<file path="config.mk">
export PLATFORM = sky130hd
export DESIGN_NAME = axis_header_extractor
export DESIGN_NICKNAME = d
export VERILOG_FILES = /design/src/rtl/axis_header_extractor.sv
export SDC_FILE = /design/constraint.sdc
export NUM_CORES = 2
export LEC_CHECK = 0
export ABC_AREA = 1
export ABC_CLOCK_PERIOD_IN_PS = 25700
export CAP_MARGIN = 20
export CORE_UTILIZATION = 40
export CTS_BUF_LIST = sky130_fd_sc_hd__clkbuf_16
export DETAILED_ROUTE_END_ITERATION = 8
export HOLD_SLACK_MARGIN = 0.15
export SETUP_SLACK_MARGIN = 0.05
export SLEW_MARGIN = 20
export SYNTH_ARGS = -nofsm -noshare
export SYNTH_HDL_FRONTEND = slang
export SYNTH_SLANG_ARGS = --single-unit
</file>
<file path="constraint.sdc">
create_clock -name clk -period 25.7 [get_ports clk]
set_input_delay 5.14 -clock clk [delete_from_list [all_inputs] [get_ports clk]]
set_output_delay 5.14 -clock clk [all_outputs]
set_load 0.02 [all_outputs]
</file>
<file path="src/rtl/axis_header_extractor.sv">
// Passive AXI-Stream monitor that packs the leading frame bytes into a header
// register, extending the header length for one or two 802.1Q/802.1ad tags.
module axis_header_extractor #(
  parameter int DATA_WIDTH     = 64,
  parameter int BASE_HDR_BYTES = 14,
  parameter int VLAN_EN        = 1,
  localparam int KB      = DATA_WIDTH / 8,
  localparam int MAX_HDR = BASE_HDR_BYTES + ((VLAN_EN != 0) ? 8 : 0),
  localparam int LW      = $clog2(MAX_HDR + 1)
) (
  input  logic                     clk,
  input  logic                     rst,
  input  logic                     s_tvalid,
  input  logic                     s_tready,
  input  logic [DATA_WIDTH-1:0]    s_tdata,
  input  logic [KB-1:0]            s_tkeep,
  input  logic                     s_tlast,
  output logic [MAX_HDR-1:0][7:0]  hdr_bytes,
  output logic [LW-1:0]            hdr_len,
  output logic [1:0]               hdr_tags,
  output logic                     hdr_valid,
  output logic                     hdr_short,
  output logic                     busy
);

  // Buffer is always sized for two tags so tag-field indices stay in range.
  localparam int BUF = BASE_HDR_BYTES + 8;
  localparam int CW  = $clog2(BUF + 1);
  localparam int IW  = $clog2(BUF);

  typedef enum logic [1:0] {
    IDLE    = 2'd0,
    CAPTURE = 2'd1,
    PASS    = 2'd2
  } state_t;

  state_t                state_q, state_d;
  logic [CW-1:0]         cnt_q, cnt_d;
  logic [BUF-1:0][7:0]   buf_q, buf_d;
  logic [LW-1:0]         len_q, len_d;
  logic [1:0]            tags_q, tags_d;
  logic                  valid_q, valid_d;
  logic                  short_q, short_d;
  logic                  busy_q, busy_d;

  logic                  beat_s;
  logic [BUF-1:0][7:0]   pk_s;
  logic [BUF-1:0][7:0]   pk_mask_s;
  logic [CW-1:0]         pos_s;
  logic [CW-1:0]         req_s;
  logic [1:0]            ntags_s;
  logic                  tag1_s;
  logic                  tag2_s;
  logic                  done_s;

  assign beat_s = s_tvalid && s_tready;

  // Pack kept lanes onto the header buffer and decide the required length.
  always_comb begin
    pk_s  = (state_q == IDLE) ? {BUF{8'h00}} : buf_q;
    pos_s = (state_q == IDLE) ? {CW{1'b0}} : cnt_q;
    for (int k = 0; k < KB; k++) begin
      if (s_tkeep[k] && (pos_s < CW'(MAX_HDR))) begin
        pk_s[pos_s[IW-1:0]] = s_tdata[8*k +: 8];
        pos_s               = pos_s + CW'(1);
      end else begin
        pos_s = pos_s;
      end
    end
    // Unwritten bytes are zero, so tag matches on missing bytes cannot fire.
    tag1_s = (VLAN_EN != 0) &&
             (({pk_s[BASE_HDR_BYTES-2], pk_s[BASE_HDR_BYTES-1]} == 16'h8100) ||
              ({pk_s[BASE_HDR_BYTES-2], pk_s[BASE_HDR_BYTES-1]} == 16'h88A8));
    tag2_s = tag1_s &&
             ({pk_s[BASE_HDR_BYTES+2], pk_s[BASE_HDR_BYTES+3]} == 16'h8100);
    if (!tag1_s) begin
      req_s   = CW'(BASE_HDR_BYTES);
      ntags_s = 2'd0;
    end else if (!tag2_s) begin
      req_s   = CW'(BASE_HDR_BYTES + 4);
      ntags_s = 2'd1;
    end else begin
      req_s   = CW'(BASE_HDR_BYTES + 8);
      ntags_s = 2'd2;
    end
    done_s = (pos_s >= CW'(BASE_HDR_BYTES)) &&
             (!tag1_s || (pos_s >= CW'(BASE_HDR_BYTES + 4))) &&
             (pos_s >= req_s);
    for (int i = 0; i < BUF; i++) begin
      pk_mask_s[i] = (CW'(i) < req_s) ? pk_s[i] : 8'h00;
    end
  end

  // Frame state machine and header/pulse register updates.
  always_comb begin
    state_d = state_q;
    cnt_d   = cnt_q;
    buf_d   = buf_q;
    len_d   = len_q;
    tags_d  = tags_q;
    valid_d = 1'b0;
    short_d = 1'b0;
    case (state_q)
      IDLE, CAPTURE: begin
        if (beat_s) begin
          buf_d = pk_s;
          cnt_d = pos_s;
          if (done_s) begin
            buf_d   = pk_mask_s;
            len_d   = LW'(req_s);
            tags_d  = ntags_s;
            valid_d = 1'b1;
            state_d = s_tlast ? IDLE : PASS;
          end else if (s_tlast) begin
            len_d   = {LW{1'b0}};
            tags_d  = 2'd0;
            short_d = 1'b1;
            state_d = IDLE;
          end else begin
            len_d   = {LW{1'b0}};
            tags_d  = 2'd0;
            state_d = CAPTURE;
          end
        end else begin
          state_d = state_q;
        end
      end
      PASS: begin
        if (beat_s && s_tlast) begin
          state_d = IDLE;
        end else begin
          state_d = PASS;
        end
      end
      default: begin
        state_d = IDLE;
      end
    endcase
    busy_d = (state_d != IDLE);
  end

  // State and output registers with synchronous reset.
  always_ff @(posedge clk) begin
    if (rst) begin
      state_q <= IDLE;
      cnt_q   <= {CW{1'b0}};
      buf_q   <= {BUF{8'h00}};
      len_q   <= {LW{1'b0}};
      tags_q  <= 2'd0;
      valid_q <= 1'b0;
      short_q <= 1'b0;
      busy_q  <= 1'b0;
    end else begin
      state_q <= state_d;
      cnt_q   <= cnt_d;
      buf_q   <= buf_d;
      len_q   <= len_d;
      tags_q  <= tags_d;
      valid_q <= valid_d;
      short_q <= short_d;
      busy_q  <= busy_d;
    end
  end

  assign hdr_bytes = buf_q[MAX_HDR-1:0];
  assign hdr_len   = len_q;
  assign hdr_tags  = tags_q;
  assign hdr_valid = valid_q;
  assign hdr_short = short_q;
  assign busy      = busy_q;

endmodule

</file>
==> impl_metrics.toml <==
[route]
firstDrtPassIters = 7
vias_per_cell = 6.282
wl_per_cell_um = 28.00
drc = 0
ant_nets = 0
drt_iter0_markers = 5324
vias = 33923
routed_wl_um = 151200

[floorplan]
start_util = 0.4042
dieArea_um2 = 64640
core-area_um2 = 62970
num_io_pins = 263
die_w_um = 254.3
die_h_um = 254.3
rows = 92

[min_path]
hp-class = "register to register"

[timing]
setup_tns_ps = 0
fin_skew_ps = 19.33
slew_headroom = 0.08417
tightest_slew_ps = 1365
slew_violations = 0
fmax_mhz = 71.83
rsz0062_at_grt = "no"
min_period_ps = 13920
setup_viol_count_final = 0
fin_crit_sh = 0.5417
final_hold_viol_count = 0

[cells_and_area]
layout-drive-gt1-share = 0.06276
synthToLayoutAreaGrowth_pct = 12.45
multi_input_area_um2 = 19260
layout_common_cells = "1408 x nand2_1, 741 x o21ai_0, 404 x a21oi_1"
fin_util = 0.4545
nets = 4640
fill_cells = 7019
layout.area.seq_um2 = 3844
final_common_cell = "nand2_1"

[logic_synthesis]
syn-num-nets = 4669
syn_inst = 4557
synth_edf_count = 0
avgSynthCellArea_um2 = 5.585
yosys_warnings = 0
yosysUniqueCellTypes = 41
ys_seq_elements = 192
synth_ff_type = "dfxtp_1"
synth_seq_area_share = 0.1510
syn_area_um2 = 25450
synth-async-reset-ratio = 0

[setup_path]
arrival_ps = 14380
crit_path_frequent_cell = "nand2_1"
cp.buffers_inverters = 10
required_ps = 26160
critPathKind = "primary input to register"
cpPeakStageDelay_ps = 650
path_max_fanout = 33
critical_path.top_delay_family = "simple AND/OR/NAND/NOR gates"
end_kind = "register"
critical-path-slowest-cell = "clkdlybuf4s50_1"
setup.worst_path.start_class = "primary input"

[run_status]
status = "complete, no violations"

[grt]
grt_pass1_wl_um = 209600
track_usage = 0.4522
grt_pass1_vias = 29418
grt_max_degree = 118
grt_overflow_total = 0
antenna_found_initial = 6

[power_and_ir_drop]
p_per_area_nw_per_um2 = 40.35
power.leakage_nw = 10.43
ir_drop_mv = 0.06170

[cts]
path_clk_slew_ps = 90
clkLatencyLatePin_ps = 540
clock_path_buffers = 2
clockRootBuffer = "clkbuf_16"
numCtsBuffers = 17
post_cts_buffers = 0
cts_resized = 0
cts_max_level = 4
cts_hold_buf = 0
clock_sink_count = 192
cts_tree = "built"

[place]
hpwl_um = 99810
io_buffer_count = 261
gp_congestion = 1.061

[job]
max_cap_violations = 0
synthesized netlist by cell type (10+ instances only):
cell      instances  share of area
o21ai_0         741           0.15
ha_1             35          0.017
o21ai_1          62          0.012
dfxtp_1         192           0.15
a21oi_1         404          0.079
o211ai_1        208          0.061
inv_1           194          0.029
inv_2            23         0.0034
nor2_4           12         0.0053
nand2_4          17         0.0075
clkbuf_1        296          0.044
nor3_1           22         0.0043
mux2_2           39          0.017
nand2_1        1408           0.21
buf_1            13         0.0019
nand3_1         132          0.026
nand4_1          10         0.0025
nor2_1          346          0.051
o31ai_1          32         0.0094
buf_6            12         0.0053
nand2_2          50          0.012
mux2i_1         178          0.070
o21bai_1         32         0.0094
buf_2            39         0.0077
flip-flops by register name, summed over array words and instances (netlist names):
name / flops
hdr_valid: 1
cnt_q: 5
hdr_bytes: 176
hdr_tags: 2
hdr_len: 4
state_q: 2
busy: 1
hdr_short: 1
final cells by class:
cell class | instances | share of cell area
Inverter | 221 | 0.02925
Clock inverter | 15 | 0.006907
Antenna cell | 13 | 0.001137
Sequential cell | 192 | 0.1343
Tap cell | 846 | 0.03699
Timing Repair Buffer | 318 | 0.1035
Multi-Input combinational cell | 3778 | 0.6730
Clock buffer | 17 | 0.01486
worst paths after layout:
check,start,endpoint,slack (ps),depth (start not counted)
setup / recovery,s_tkeep[0],hdr_bytes[119],11780,57
hold / removal,hdr_len[4],hdr_len[4],480,2
setup reg to reg,state_q[1],hdr_bytes[119],15570,62
hold reg to reg,hdr_len[4],hdr_len[4],480,2
worst register-to-register path, delay by kind of cell (launching register included):
kind	cells	cell delay [ps]
xor gates and xnor gates	1	300
AOI/OAI and AO/OA	3	760
adders and majority gates	6	1930
and+or+nand+nor	39	5190
DFF	1	510
buffers and inverters	13	1410
cells by family (layout without fill, tap and decap cells):
kind of cell	Yosys count	after routing	share of synthesized area
simple gates	2020	2020	0.3246
compound gates	1501	1501	0.3254
buf+inv	587	571	0.09296
mux	217	217	0.08726
flops	192	192	0.1510
fa+ha+maj	35	35	0.01721
xor+xnor	4	4	0.001376
other cells	1	14	0.0001473
per-layer routing:
| metal | vias to the layer above | GRT usage | routed length, um |
|---|---|---|---|
| li1 | 15343 | - | - |
| met3 | 706 | 0.1387 | 20130 |
| met2 | 2480 | 0.6574 | 61630 |
| met1 | 15388 | 0.5667 | 56900 |
| met5 | - | 0.004511 | 78 |
| met4 | 6 | 0.3139 | 12470 |
through the flow:
stage,total power (W),instances,hold WS (ps),instance area [um^2],setup WS (ps)
3_5_place_dp,0.0008249,5352,467.7,27920,11360
4_1_cts,0.001128,5384,480.3,28540,11900
6_report,0.001155,5400,475.7,28620,11780
5_1_grt,0.001190,5387,497.0,28590,10820
3_3_place_gp,0.0008277,5351,466.4,27900,11390
2_1_floorplan,0.0006264,4557,504.5,25450,14110
power breakdown:
group / switching (W) / internal (W) / total (W)
logic: 0.000387 / 0.000133 / 0.000519
registers: 0.0000160 / 0.000313 / 0.000329
clock network: 0.000158 / 0.000148 / 0.000306
total: 0.000561 / 0.000594 / 0.00115
Note: power is estimated with default switching activity, not from simulation.
